--- config.mk ---
export PLATFORM = sky130hd
export DESIGN_NAME = mmio_responder
export DESIGN_NICKNAME = d
export VERILOG_FILES = /design/src/rtl/mmio_responder.sv
export SDC_FILE = /design/constraint.sdc
export NUM_CORES = 1
export LEC_CHECK = 0
export CAP_MARGIN = 20
export CORE_UTILIZATION = 44
export DETAILED_ROUTE_END_ITERATION = 8
export PLACE_DENSITY = 0.86
export SYNTH_ARGS = -nofsm -noshare
export SYNTH_HDL_FRONTEND = slang
export SYNTH_SLANG_ARGS = --single-unit
--- constraint.sdc ---
create_clock -name clk -period 10.2 [get_ports clk]
set_clock_uncertainty 0.1 [all_clocks]
set_input_delay 3.06 -clock clk [delete_from_list [all_inputs] [get_ports clk]]
set_output_delay 3.06 -clock clk [all_outputs]
set_load 0.05 [all_outputs]
--- src/rtl/mmio_responder.sv ---
// mmio_responder: memory-mapped I/O slave with LED, cycle counter, TX byte FIFO and status registers.
//   clk, reset       : single clock, synchronous active-high reset
//   MemWrite         : processor write strobe
//   DataAdr          : byte address; [7:2] selects the register inside the I/O window
//   WriteData        : store data
//   ReadDataIO       : combinational read data, 0 outside the window
//   IOSel            : address falls inside the I/O window
//   LedOut           : LED register
//   TxValid, TxData  : TX FIFO head, drained by TxReady
//   TxReady          : consumer accepts the head byte
// Optional macro MMIO_CYCLE_COUNTER_EN includes the free-running CYCLE counter.
module mmio_responder #(
    parameter int WIDTH = 32,
    parameter logic [WIDTH-1:0] IO_BASE = 32'hFFFF_FF00,
    parameter int FIFO_DEPTH = 4
) (
    input  logic             clk,
    input  logic             reset,
    input  logic             MemWrite,
    input  logic [WIDTH-1:0] DataAdr,
    input  logic [WIDTH-1:0] WriteData,
    output logic [WIDTH-1:0] ReadDataIO,
    output logic             IOSel,
    output logic [7:0]       LedOut,
    output logic             TxValid,
    output logic [7:0]       TxData,
    input  logic             TxReady
);
    localparam int PW = $clog2(FIFO_DEPTH);
    localparam int CW = PW + 1;
    localparam logic [CW-1:0] FULL_CNT = CW'(FIFO_DEPTH);

    logic [7:0]       led;
    logic [7:0]       mem [FIFO_DEPTH];
    logic [PW-1:0]    rd_ptr, wr_ptr;
    logic [CW-1:0]    count;
    logic             ovf;
    logic [5:0]       sel;
    logic             we, wr_tx, full, empty, pop, push, ovf_set, ovf_clr;
    logic [WIDTH-1:0] cycle, status;
    logic             unused_bits;

    assign sel     = DataAdr[7:2];
    assign IOSel   = DataAdr[WIDTH-1:8] == IO_BASE[WIDTH-1:8];
    assign we      = MemWrite & IOSel;
    assign wr_tx   = we && sel == 6'd2;
    assign empty   = count == '0;
    assign full    = count == FULL_CNT;
    assign TxValid = !empty;
    assign TxData  = empty ? 8'h00 : mem[rd_ptr];
    assign pop     = TxValid & TxReady;
    // A pop in the same cycle frees a slot, so a push into a full FIFO is still accepted.
    assign push    = wr_tx & (!full | pop);
    assign ovf_set = wr_tx & full & !pop;
    assign ovf_clr = we && sel == 6'd3 && WriteData[2];
    assign LedOut  = led;
    assign unused_bits = ^{DataAdr[1:0], WriteData[WIDTH-1:8]};

    always_ff @(posedge clk) begin
        if (reset) begin
            led    <= '0;
            rd_ptr <= '0;
            wr_ptr <= '0;
            count  <= '0;
            ovf    <= 1'b0;
        end else begin
            if (we && sel == 6'd0)
                led <= WriteData[7:0];
            if (push)
                wr_ptr <= wr_ptr + 1'b1;
            if (pop)
                rd_ptr <= rd_ptr + 1'b1;
            count <= count + CW'(push) - CW'(pop);
            ovf   <= ovf_set | (ovf & !ovf_clr);
        end
    end

    always_ff @(posedge clk) begin
        if (push && !reset)
            mem[wr_ptr] <= WriteData[7:0];
    end

`ifdef MMIO_CYCLE_COUNTER_EN
    always_ff @(posedge clk) begin
        if (reset || (we && sel == 6'd1))
            cycle <= '0;
        else
            cycle <= cycle + 1'b1;
    end
`else
    assign cycle = '0;
`endif

    always_comb begin
        status          = '0;
        status[0]       = empty;
        status[1]       = full;
        status[2]       = ovf;
        status[4 +: CW] = count;
    end

    assign ReadDataIO = !IOSel       ? '0 :
                        sel == 6'd0  ? WIDTH'(led) :
                        sel == 6'd1  ? cycle :
                        sel == 6'd3  ? status : '0;
endmodule

After elaboration in Yosys (flattened, before gate mapping)
Memories as Yosys holds them, arrays and structs flattened. A register that Yosys moved wholly into a read port is not among the register bits.
Index checks and enable logic that the tools add are counted.
Storage, ports and cells
  bits of input ports: 68
  bits in writable memories: 32
  memories kept: 1
  bits in registers: 16
Cells by class
  add/subtract/negate cells: 4
  equality and inequality tests: 5
  muxes and demuxes: 9
  bitwise operators: 8
  reductions and logical operators: 12
Memory list
  mem: depth 4, bits a word 8, rd ports 1, clocked after memory_dff 1, write ports 1, line 34  | logic [7:0] mem [FIFO_DEPTH];
Operator list (number)
  24-bit == test, second input constant: 1
  8-bit two-way mux: 3
  7-bit two-way mux: 2
  6-bit by 2-bit == test with 1-bit output, second input constant: 2
  1-bit AND: 6
  6-bit by 1-bit == test with 1-bit output, second input constant: 1
  6-bit zero test: 1
  1-bit logical AND: 5
  1-bit zero test: 5
  2-bit by 1-bit adder with 2-bit output, second input constant: 2
  2-bit two-way mux: 2
  3-bit by 1-bit adder with 3-bit output: 1
  3-bit == test, second input constant: 1
  3-bit zero test: 1
  3-bit by 1-bit subtractor with 3-bit output: 1
  1-bit two-way mux: 2
  1-bit OR: 2

Depth between registers and ports, before layout
Gate-level depths: netlist of run 1.
  depth after elaboration: 8
  gate-level depth with buffers: 13
  gate-level depth less buffers: 13

Worst setup path after synthesis of run 1
Ideal clock, no wire load.
  path kind: in2out
  start: in DataAdr[28]
  end: out ReadDataIO[3]
  cell stages on the path: 5
  required time: 7040 ps
  arrival: 4696 ps
  slack: 2344 ps
  path through: nand4_1 nor4_1 nand2_1 inv_1 and3_1
Between the ends
  longest elaborated chain between the ends: 2
Ends and longest elaborated chain
  from (decl): line 20  | input logic [WIDTH-1:0] DataAdr,
  24-bit == test: line 44  | assign IOSel = DataAdr[WIDTH-1:8] == IO_BASE[WIDTH-1:8];
  named net IOSel: line 23  | output logic IOSel,
  8-bit two-way mux: line 102  | assign ReadDataIO = !IOSel ? '0 :
  to (decl): line 22  | output logic [WIDTH-1:0] ReadDataIO,
The timed path passes the listed nets, and every way through them passes these cells.

Worst setup path after layout of run 1
  start: in DataAdr[5]
  end: out ReadDataIO[4]
Between the ends
  longest elaborated chain between the ends: 5
  elaborated cells on any way between the ends: 7
Ends and longest elaborated chain
  6-bit by 2-bit == test with 1-bit output: line 105  | sel == 6'd3 ? status : '0;
  7-bit two-way mux: line 105
  7-bit two-way mux: line 104  | sel == 6'd1 ? cycle :
  8-bit two-way mux (*): line 103  | sel == 6'd0 ? WIDTH'(led) :
  8-bit two-way mux (*): line 102
Every way passes the cells marked *; elsewhere a longest branch is shown, timed or not.

==> impl_metrics.csv, run 1 <==
group,metric,value,unit
power,p_switching,0.1851,mW
grt,gr-total-overflow,0,
critical_path,worstPathArrival,5.55,ns
yosys,avgSynthCellArea,12.05,um2
die,floorplan.die_area,5917,um2
critical_path,path_common_cell,"clkdlybuf4s50_1",
sta,fin_tns_setup,0,ns
grt,grt_pass1_wl,8280,um
sta,finalCritPeriodShare,0.8537,
grt,antenna_found_initial,0,
final_layout,antenna_cells,0,
critical_path,crit_fanout,8,
power,ir_worst_vdd,0.0001038,V
grt,grt.total_usage,0.1816,
clock_network,htree_levels,2,
power,p_leak,1.103,nW
critical_path,cp_slowest_cell,"clkdlybuf4s50_1",
power,p_int,0.3579,mW
sta,worst_pin_slew,0.6492,ns
clock_network,cts_buffers,5,
yosys,synth_cells,205,
clock_network,root_buffer,"clkbuf_8",
drt,route.detailed.wl_per_inst,14.59,um
critical_path,start_kind,"input pin",
final_layout,utilization,0.6090,
yosys,synth_warnings,0,
critical_path,end_kind,"primary output",
die,placementRows,26,
drt,postRouteAntennaNets,0,
sta,period_needed,8.708,ns
clock_network,ctsHoldBuffers,0,
die,coreArea,5270,um2
sta,hold_viol,0,
yosys,synth_cell_types,39,
sta,setup_viol,0,
power,comb_power_share,0.321,
clock_network,cts_tree,"done",
sta,rsz0062_at_grt,"no",
power,p_clk_frac,0.259,
placed_design,dpl.hpwl,3701,um
final_layout,final_common_cell,"clkdlybuf4s50_1",
grt,grt_max_degree,19,
clock_network,cts_setup_buffers,0,
power,switching_share,0.3409,
die,fp.dieW,76.92,um
critical_path,crit_chain,"clkdlybuf4s50_1, nor4_4, nor3b_2, a22oi_1, nor2_1, clkdlybuf4s50_1",
sta,finalMaxSlewViolations,0,
critical_path,worst-path-buf-inv,2,
yosys,synth_area,2470,um2
drt,num_vias,1732,
clock_network,clock-sinks,50,
critical_path,crit_required,7.04,ns
final_layout,final_cell_mix,"67 x clkdlybuf4s50_1, 32 x edfxtp_1, 24 x conb_1",
power,power_density,169.2,nW/um2
drt,vias_per_cell,5.079,
final_layout,n_fill_cell,449,
drt,remaining_drc_errors,0,
final_layout,area_growth,29.94,%
final_layout,finalNetCount,345,
clock_network,post_cts_resized,0,
status,outcome,"completed",
clock_network,clk_pin_slew,0.09,ns
drt,drtIter0Drc,94,
power,seqPwrFrac,0.420,
clock_network,cts_buffer_depth,2,
sta,slew_headroom,0.5659,
critical_path,slowest_delay,0.81,ns
sta,timing.hold.ws,0.4235,ns
drt,dr.pass1.iters,4,
placed_design,place.gp.congestion,0.9296,
sta,timing.fmax,0.1148,GHz
clock_network,insertion_delay,0.31,ns
critical_path,crit_family,"buffers and inverters",
yosys,synth-seq-cells,50,
yosys,yosysSeqAreaShare,0.5350,
die,io-pin-count,118,
die,die_y,76.92,um
run,max_cap_violations,0,
placed_design,io_buffers,67,
worst_hold_path,min_path_type,"register to register",
final_layout,drive_above_1_share,0.07749,
critical_path,path_class,"input pin to primary output",
grt,grt_pass1_vias,1738,
drt,wl,4976,um
die,initial_core_util,0.4687,
-- cells in the mapped netlist --
cell type,count,share of area
nor3b_2,1,0.0051
xor2_1,2,0.0071
nor2b_1,2,0.0051
buf_1,1,0.0015
a211oi_1,1,0.0030
and4_1,4,0.014
a21oi_1,10,0.020
nand3_1,10,0.020
a22oi_1,5,0.015
clkbuf_1,4,0.0061
o21ai_0,8,0.016
buf_2,3,0.0061
nor4_2,1,0.0051
nand4_1,7,0.018
and3_1,3,0.0076
and4b_1,1,0.0041
or4_4,1,0.0046
a32oi_1,1,0.0035
o31ai_1,2,0.0061
ha_1,6,0.030
nor3b_1,1,0.0030
a41oi_1,1,0.0035
nand4b_1,1,0.0035
fa_1,1,0.0081
xnor2_1,2,0.0071
conb_1,1,0.0015
mux4_2,8,0.073
dfxtp_1,18,0.15
nor3_1,1,0.0020
inv_1,7,0.011
edfxtp_1,32,0.39
nor4_1,1,0.0025
nor4b_1,1,0.0035
nor2_1,13,0.020
nand2_1,4,0.0061
nor4_4,1,0.0086
buf_6,1,0.0046
buf_4,24,0.073
and2_1,14,0.035
-- power by group through the flow --
stage          logic [mW]  registers (mW)  clock network [mW]
2_1_floorplan       0.131           0.228                   0
3_3_place_gp        0.172           0.233                   0
5_1_grt             0.185           0.230               0.150
3_5_place_dp        0.175           0.233                   0
6_report            0.174           0.228               0.140
4_1_cts             0.176           0.228               0.143
-- registers in the layout, indices dropped and copies added (netlist names), named ones only --
| signal | cells |
|---|---|
| mem | 32 |
| count | 3 |
| wr_ptr | 2 |
| LedOut | 8 |
| rd_ptr | 2 |
| ovf | 1 |
-- worst min-delay path, stage by stage (launching register included) --
cell and delay, ns:
dfxtp_1 0.35, o31ai_1 0.07, a21oi_1 0.06
-- routing by layer --
| layer | track usage | routed length (um) | up-vias |
|---|---|---|---|
| met3 | 0.04167 | 409 | 5 |
| met1 | 0.2251 | 2094 | 795 |
| li1 | - | - | 839 |
| met4 | 0.05577 | 38 | 0 |
| met5 | 0 | 0 | - |
| met2 | 0.3125 | 2433 | 93 |
-- per-stage QoR --
| stage | total power [mW] | area, um2 | setup WS [ns] | std cells |
|---|---|---|---|---|
| 3_3_place_gp | 0.4050 | 3097 | 1.536 | 333 |
| 5_1_grt | 0.5655 | 3209 | 1.332 | 341 |
| 6_report | 0.5430 | 3209 | 1.492 | 341 |
| 4_1_cts | 0.5472 | 3209 | 1.507 | 341 |
| 3_5_place_dp | 0.4084 | 3097 | 1.517 | 333 |
| 2_1_floorplan | 0.3597 | 2556 | 2.344 | 228 |
-- area by class of cell --
| cell class | count | area, um2 | area share |
|---|---|---|---|
| tap | 70 | 87.58 | 0.02729 |
| clock inverter | 3 | 43.79 | 0.01365 |
| clock buffer | 5 | 68.82 | 0.02144 |
| inverter | 7 | 26.28 | 0.008187 |
| timing repair buffer | 68 | 678.2 | 0.2113 |
| multi-input combinational | 138 | 983.4 | 0.3064 |
| sequential | 50 | 1321 | 0.4117 |
-- logic make-up (layout without fill, tap and decap cells) --
family / Yosys count / in the layout / synth area share
AO/OA/AOI/OAI: 28 / 28 / 0.06789
buffers and inverters: 40 / 83 / 0.1018
AND/OR/NAND/NOR: 67 / 67 / 0.1682
multiplexers: 8 / 8 / 0.07295
XOR/XNOR: 4 / 4 / 0.01419
flip-flops: 50 / 50 / 0.5350
other: 1 / 24 / 0.001518
adder cells (fa/ha/maj): 7 / 7 / 0.03850
-- final timing paths --
| path | slack [ns] | end | from | cells past startpoint |
|---|---|---|---|---|
| max | 1.49 | ReadDataIO[4] | DataAdr[5] | 6 |
| min reg2reg | 0.42 | wr_ptr[1] | wr_ptr[1] | 2 |
| max reg2reg | 7.54 | count[2] | count[1] | 11 |
| min | 0.42 | wr_ptr[1] | wr_ptr[1] | 2 |
Power figures use the tool's default switching activity.
==> run 2, diff against run 1 <==
--- a/config.mk
+++ b/config.mk
@@ -6,9 +6,12 @@
 export NUM_CORES = 1
 export LEC_CHECK = 0
 export CAP_MARGIN = 20
-export CORE_UTILIZATION = 44
+export CELL_PAD_IN_SITES_DETAIL_PLACEMENT = 1
+export CELL_PAD_IN_SITES_GLOBAL_PLACEMENT = 1
+export CORE_UTILIZATION = 33
+export CTS_CLUSTER_SIZE = 14
 export DETAILED_ROUTE_END_ITERATION = 8
-export PLACE_DENSITY = 0.86
+export PLACE_DENSITY = 0.85
 export SYNTH_ARGS = -nofsm -noshare
 export SYNTH_HDL_FRONTEND = slang
 export SYNTH_SLANG_ARGS = --single-unit
==> run 2 against run 1 <==
Effect of this change:
- die area increased by 32%
- flip-flop and latch count unchanged
- via count increased by 1.3%
- hold slack got worse by 0.0058 ns
- cell area increased by 0.74%
- core utilization decreased by 16 points
- combinational power about the same
- largest cell class unchanged
- largest power group unchanged
- highest routed layer unchanged
==> impl_metrics.csv, run 2 (synthesis gave the netlist of run 1 again) <==
group,metric,value,unit
status,outcome,"completed",
sta,setup_slack,1.526,ns
sta,finalMaxSlewViolations,0,
critical_path,slowest_delay,0.80,ns
critical_path,crit_chain,"clkdlybuf4s50_1, nand4_1, nor4_2, buf_4, nand2_1, inv_1, and3_1, clkdlybuf4s50_1",
drt,dr.pass1.iters,4,
worst_hold_path,min_path_type,"register to register",
power,ir_worst_vdd,0.00005805,V
final_layout,regMostFlops,"mem",
placed_design,io_buffers,67,
drt,met3WireLength,324,um
clock_network,insertion_delay,0.31,ns
critical_path,crit_required,7.04,ns
power,power_density,162.0,nW/um2
drt,num_vias,1754,
final_layout,largest_reg_flops,32,
drt,met1_length,2356,um
sta,worst_pin_slew,0.6694,ns
power,p_leak,1.089,nW
critical_path,end_kind,"primary output",
critical_path,start_kind,"input pin",
final_layout,final_common_cell,"clkdlybuf4s50_1",
drt,wl_met2,2656,um
grt,grt_max_degree,19,
critical_path,path_class,"input pin to primary output",
sta,timing.fmax,0.1153,GHz
clock_network,htree_levels,2,
clock_network,cts_tree,"done",
placed_design,place.gp.congestion,0.8080,
drt,top_layer,"met4",
critical_path,worstPathArrival,5.51,ns
sta,rsz0062_at_grt,"no",
grt,grt_pass1_vias,1866,
grt,grt_pass1_wl,8804,um
die,io-pin-count,118,
power,design_power_total,0.5239,mW
placed_design,pre_cts_slack,1.514,ns
final_layout,finalNetCount,345,
clock_network,cts_setup_buffers,0,
grt,antenna_found_initial,0,
critical_path,path_common_cell,"clkdlybuf4s50_1",
die,placementRows,31,
final_layout,regArea,1321,um2
drt,vias_per_cell,4.741,
critical_path,crit_fanout,12,
clock_network,cts_buffers,5,
run,max_cap_violations,0,
sta,hold_viol,0,
final_layout,multi_input_area,989.7,um2
die,die_y,88.51,um
final_layout,drive_above_1_share,0.08118,
final_layout,final_cell_mix,"67 x clkdlybuf4s50_1, 32 x edfxtp_1, 24 x conb_1",
sta,fin_tns_setup,0,ns
grt,grt.total_usage,0.1516,
sta,setup_viol,0,
sta,period_needed,8.674,ns
critical_path,cp_slowest_cell,"clkdlybuf4s50_1",
placed_design,dpl.hpwl,4179,um
critical_path,worst-path-buf-inv,4,
drt,wl,5409,um
drt,postRouteAntennaNets,0,
clock_network,clock-sinks,50,
clock_network,clk_pin_slew,0.10,ns
die,initial_core_util,0.3405,
clock_network,ctsHoldBuffers,0,
grt,gr-total-overflow,0,
clock_network,post_cts_resized,0,
drt,drtIter0Drc,43,
sta,finalCritPeriodShare,0.8504,
final_layout,antenna_cells,0,
drt,route.detailed.wl_per_inst,14.62,um
die,fp.dieW,88.51,um
die,floorplan.die_area,7834,um2
sta,timing.hold.ws,0.4178,ns
clock_network,root_buffer,"clkbuf_8",
sta,slew_headroom,0.5523,
final_layout,n_fill_cell,785,
final_layout,area_growth,30.90,%
drt,remaining_drc_errors,0,
clock_network,cts_buffer_depth,2,
die,coreArea,7253,um2
critical_path,crit_family,"buffers and inverters",
## run 2: routing by layer
layer  vias up  GRT usage
li1        834          -
met1       847     0.1802
met3         7    0.03825
met2        66     0.2678
met4         0    0.04985
met5         -          0
## run 2: power breakdown
| part | total, mW | switching, mW | internal [mW] | leakage, nW |
|---|---|---|---|---|
| Sequential | 0.228 | 0.00879 | 0.220 | 0.432 |
| Combinational | 0.176 | 0.111 | 0.0650 | 0.612 |
| Clock | 0.119 | 0.0696 | 0.0496 | 0.0447 |
## run 2: final timing paths
check               from             to  slack (ns)  depth (start not counted)
min            LedOut[5]      LedOut[5]        0.42                          2
max          DataAdr[28]  ReadDataIO[3]        1.53                          8
max reg2reg     count[1]       count[2]        7.46                         11
min reg2reg    LedOut[5]      LedOut[5]        0.42                          2
## run 2: stage by stage
stage | std cells | cell area, um2 | utilization
global placement | 362 | 3139 | 0.4328
floorplan | 228 | 2556 | -
finish | 370 | 3233 | 0.4457
detailed placement | 362 | 3139 | 0.4328
global route | 370 | 3233 | 0.4457
CTS | 370 | 3233 | 0.4457
## run 2: area by class of cell
cell class / instances / area share
Clock buffer: 5 / 0.02128
Clock inverter: 3 / 0.007740
Inverter: 7 / 0.008127
Multi-Input combinational cell: 138 / 0.3061
Sequential cell: 50 / 0.4087
Tap cell: 99 / 0.03831
Timing Repair Buffer: 68 / 0.2098
## run 2: worst min-delay path: stages, from the launching register on
cell and delay, ns:
dfxtp_1 0.34, o21ai_0 0.08, a21oi_1 0.06
==> run 3, diff against run 2 <==
--- a/config.mk
+++ b/config.mk
@@ -8,6 +8,7 @@
 export CAP_MARGIN = 20
 export CELL_PAD_IN_SITES_DETAIL_PLACEMENT = 1
 export CELL_PAD_IN_SITES_GLOBAL_PLACEMENT = 1
+export CORE_ASPECT_RATIO = 0.8
 export CORE_UTILIZATION = 33
 export CTS_CLUSTER_SIZE = 14
 export DETAILED_ROUTE_END_ITERATION = 8
==> run 3 against run 2 <==
Effect of this change:
- clock-buffer cell count is 1 higher
- clock power is 16% higher
- total power rose by 3.9%
- critical path type unchanged
- highest routed layer unchanged
==> impl_metrics.csv, run 3 (synthesis gave the netlist of run 1 again) <==
group,metric,value,unit
grt,antenna_found_initial,0,
sta,rsz0062_at_grt,"no",
final_layout,final_common_cell,"clkdlybuf4s50_1",
power,p_switching,0.1866,mW
critical_path,start_kind,"input pin",
drt,remaining_drc_errors,0,
die,die_y,79.38,um
sta,finalCritPeriodShare,0.8507,
clock_network,insertion_delay,0.31,ns
die,floorplan.die_area,7837,um2
clock_network,clock-sinks,50,
final_layout,n_fill_cell,756,
power,p_leak,1.096,nW
sta,period_needed,8.677,ns
sta,hold_viol,0,
critical_path,path_common_cell,"clkdlybuf4s50_1",
die,fp.dieW,98.73,um
drt,postRouteAntennaNets,0,
grt,gr-total-overflow,0,
placed_design,io_buffers,67,
run,max_cap_violations,0,
clock_network,cts_buffers,5,
placed_design,pre_cts_slack,1.514,ns
clock_network,cts_buffer_depth,2,
drt,drtIter0Drc,78,
clock_network,clk_pin_slew,0.09,ns
critical_path,r2r-start,"count[1]",
sta,slew_headroom,0.5234,
critical_path,crit_fanout,8,
critical_path,crit_required,7.04,ns
critical_path,cp_slowest_cell,"clkdlybuf4s50_1",
die,coreArea,7061,um2
critical_path,slowest_delay,0.81,ns
sta,worst_pin_slew,0.7127,ns
die,io-pin-count,118,
power,ir_worst_vdd,0.00007745,V
final_layout,antenna_cells,0,
critical_path,crit_chain,"clkdlybuf4s50_1, nor4_4, nor3b_2, a22oi_1, nor2_1, clkdlybuf4s50_1",
worst_hold_path,hp-start,"LedOut[6]",
drt,route.detailed.wl_per_inst,15.84,um
clock_network,post_cts_resized,0,
sta,timing.fmax,0.1152,GHz
die,initial_core_util,0.3498,
critical_path,worstSetupStartpoint,"DataAdr[5]",
final_layout,largest_reg_flops,32,
power,p_clk_frac,0.254,
drt,num_vias,1770,
final_layout,final_cell_mix,"67 x clkdlybuf4s50_1, 32 x edfxtp_1, 24 x conb_1",
sta,fin_tns_setup,0,ns
sta,setup_slack,1.523,ns
final_layout,area_growth,30.95,%
drt,vias_per_cell,4.944,
critical_path,worstPathArrival,5.52,ns
grt,grt_pass1_vias,1851,
final_layout,multi_input_area,989.7,um2
final_layout,drive_above_1_share,0.07749,
clock_network,ctsHoldBuffers,0,
power,comb_power_share,0.325,
status,outcome,"completed",
placed_design,place.gp.congestion,0.7393,
power,switching_share,0.3427,
sta,setup_viol,0,
power,power_density,168.3,nW/um2
final_layout,regArea,1321,um2
sta,finalMaxSlewViolations,0,
grt,grt_max_degree,19,
critical_path,r2r_slack,7.34,ns
critical_path,end_kind,"primary output",
drt,dr.pass1.iters,4,
clock_network,cts_setup_buffers,0,
critical_path,path_class,"input pin to primary output",
clock_network,root_buffer,"clkbuf_8",
die,placementRows,27,
drt,wl,5670,um
grt,grt_pass1_wl,8880,um
worst_hold_path,min_path_type,"register to register",
final_layout,finalNetCount,345,
power,seqPwrFrac,0.421,
clock_network,htree_levels,2,
grt,grt.total_usage,0.1501,
power,p_int,0.3578,mW
clock_network,cts_tree,"done",
final_layout,regMostFlops,"mem",
placed_design,dpl.hpwl,4322,um
==> run 3: worst paths after layout <==
| check | cells after the start | endpoint |
|---|---|---|
| max | 6 | ReadDataIO[2] |
| min | 2 | LedOut[6] |
| min reg2reg | 2 | LedOut[6] |
| max reg2reg | 11 | count[2] |
==> run 3: power groups by stage <==
stage	Clock, mW	Combinational, mW	Sequential [mW]
floorplan	0	0.131	0.228
global placement	0	0.175	0.234
detailed placement	0	0.179	0.234
CTS	0.141	0.179	0.230
global route	0.148	0.189	0.231
finish	0.138	0.177	0.229
==> run 3: area by class of cell <==
type	instances	area share
Multi-Input combinational cell	138	0.3060
Clock inverter	2	0.01161
Inverter	7	0.008124
Clock buffer	6	0.02244
Timing Repair Buffer	68	0.2097
Tap cell	87	0.03366
Sequential cell	50	0.4085
==> run 3: stage by stage <==
stage	util	hold WS [ns]	cells	power, mW	cell area, um2
global placement	0.4425	0.3795	350	0.4086	3124
finish	0.4581	0.4095	358	0.5443	3234
CTS	0.4581	0.4093	358	0.5500	3234
global route	0.4581	0.4358	358	0.5679	3234
detailed placement	0.4425	0.3938	350	0.4129	3124
floorplan	-	0.3769	228	0.3597	2556
==> run 3: routing by layer <==
layer  share of wire  global-route usage  wire [um]
met4           0.014             0.04627         78
met3           0.054             0.03327        309
met2            0.50              0.2620       2831
met1            0.43              0.1868       2451
met5               0                   0          0
==> run 3: worst max-delay path, delay by kind of cell <==
kind	cells	cell delay, ns
buffers and inverters	2	1.25
and+or+nand+nor	3	1.08
AOI/OAI and AO/OA	1	0.13
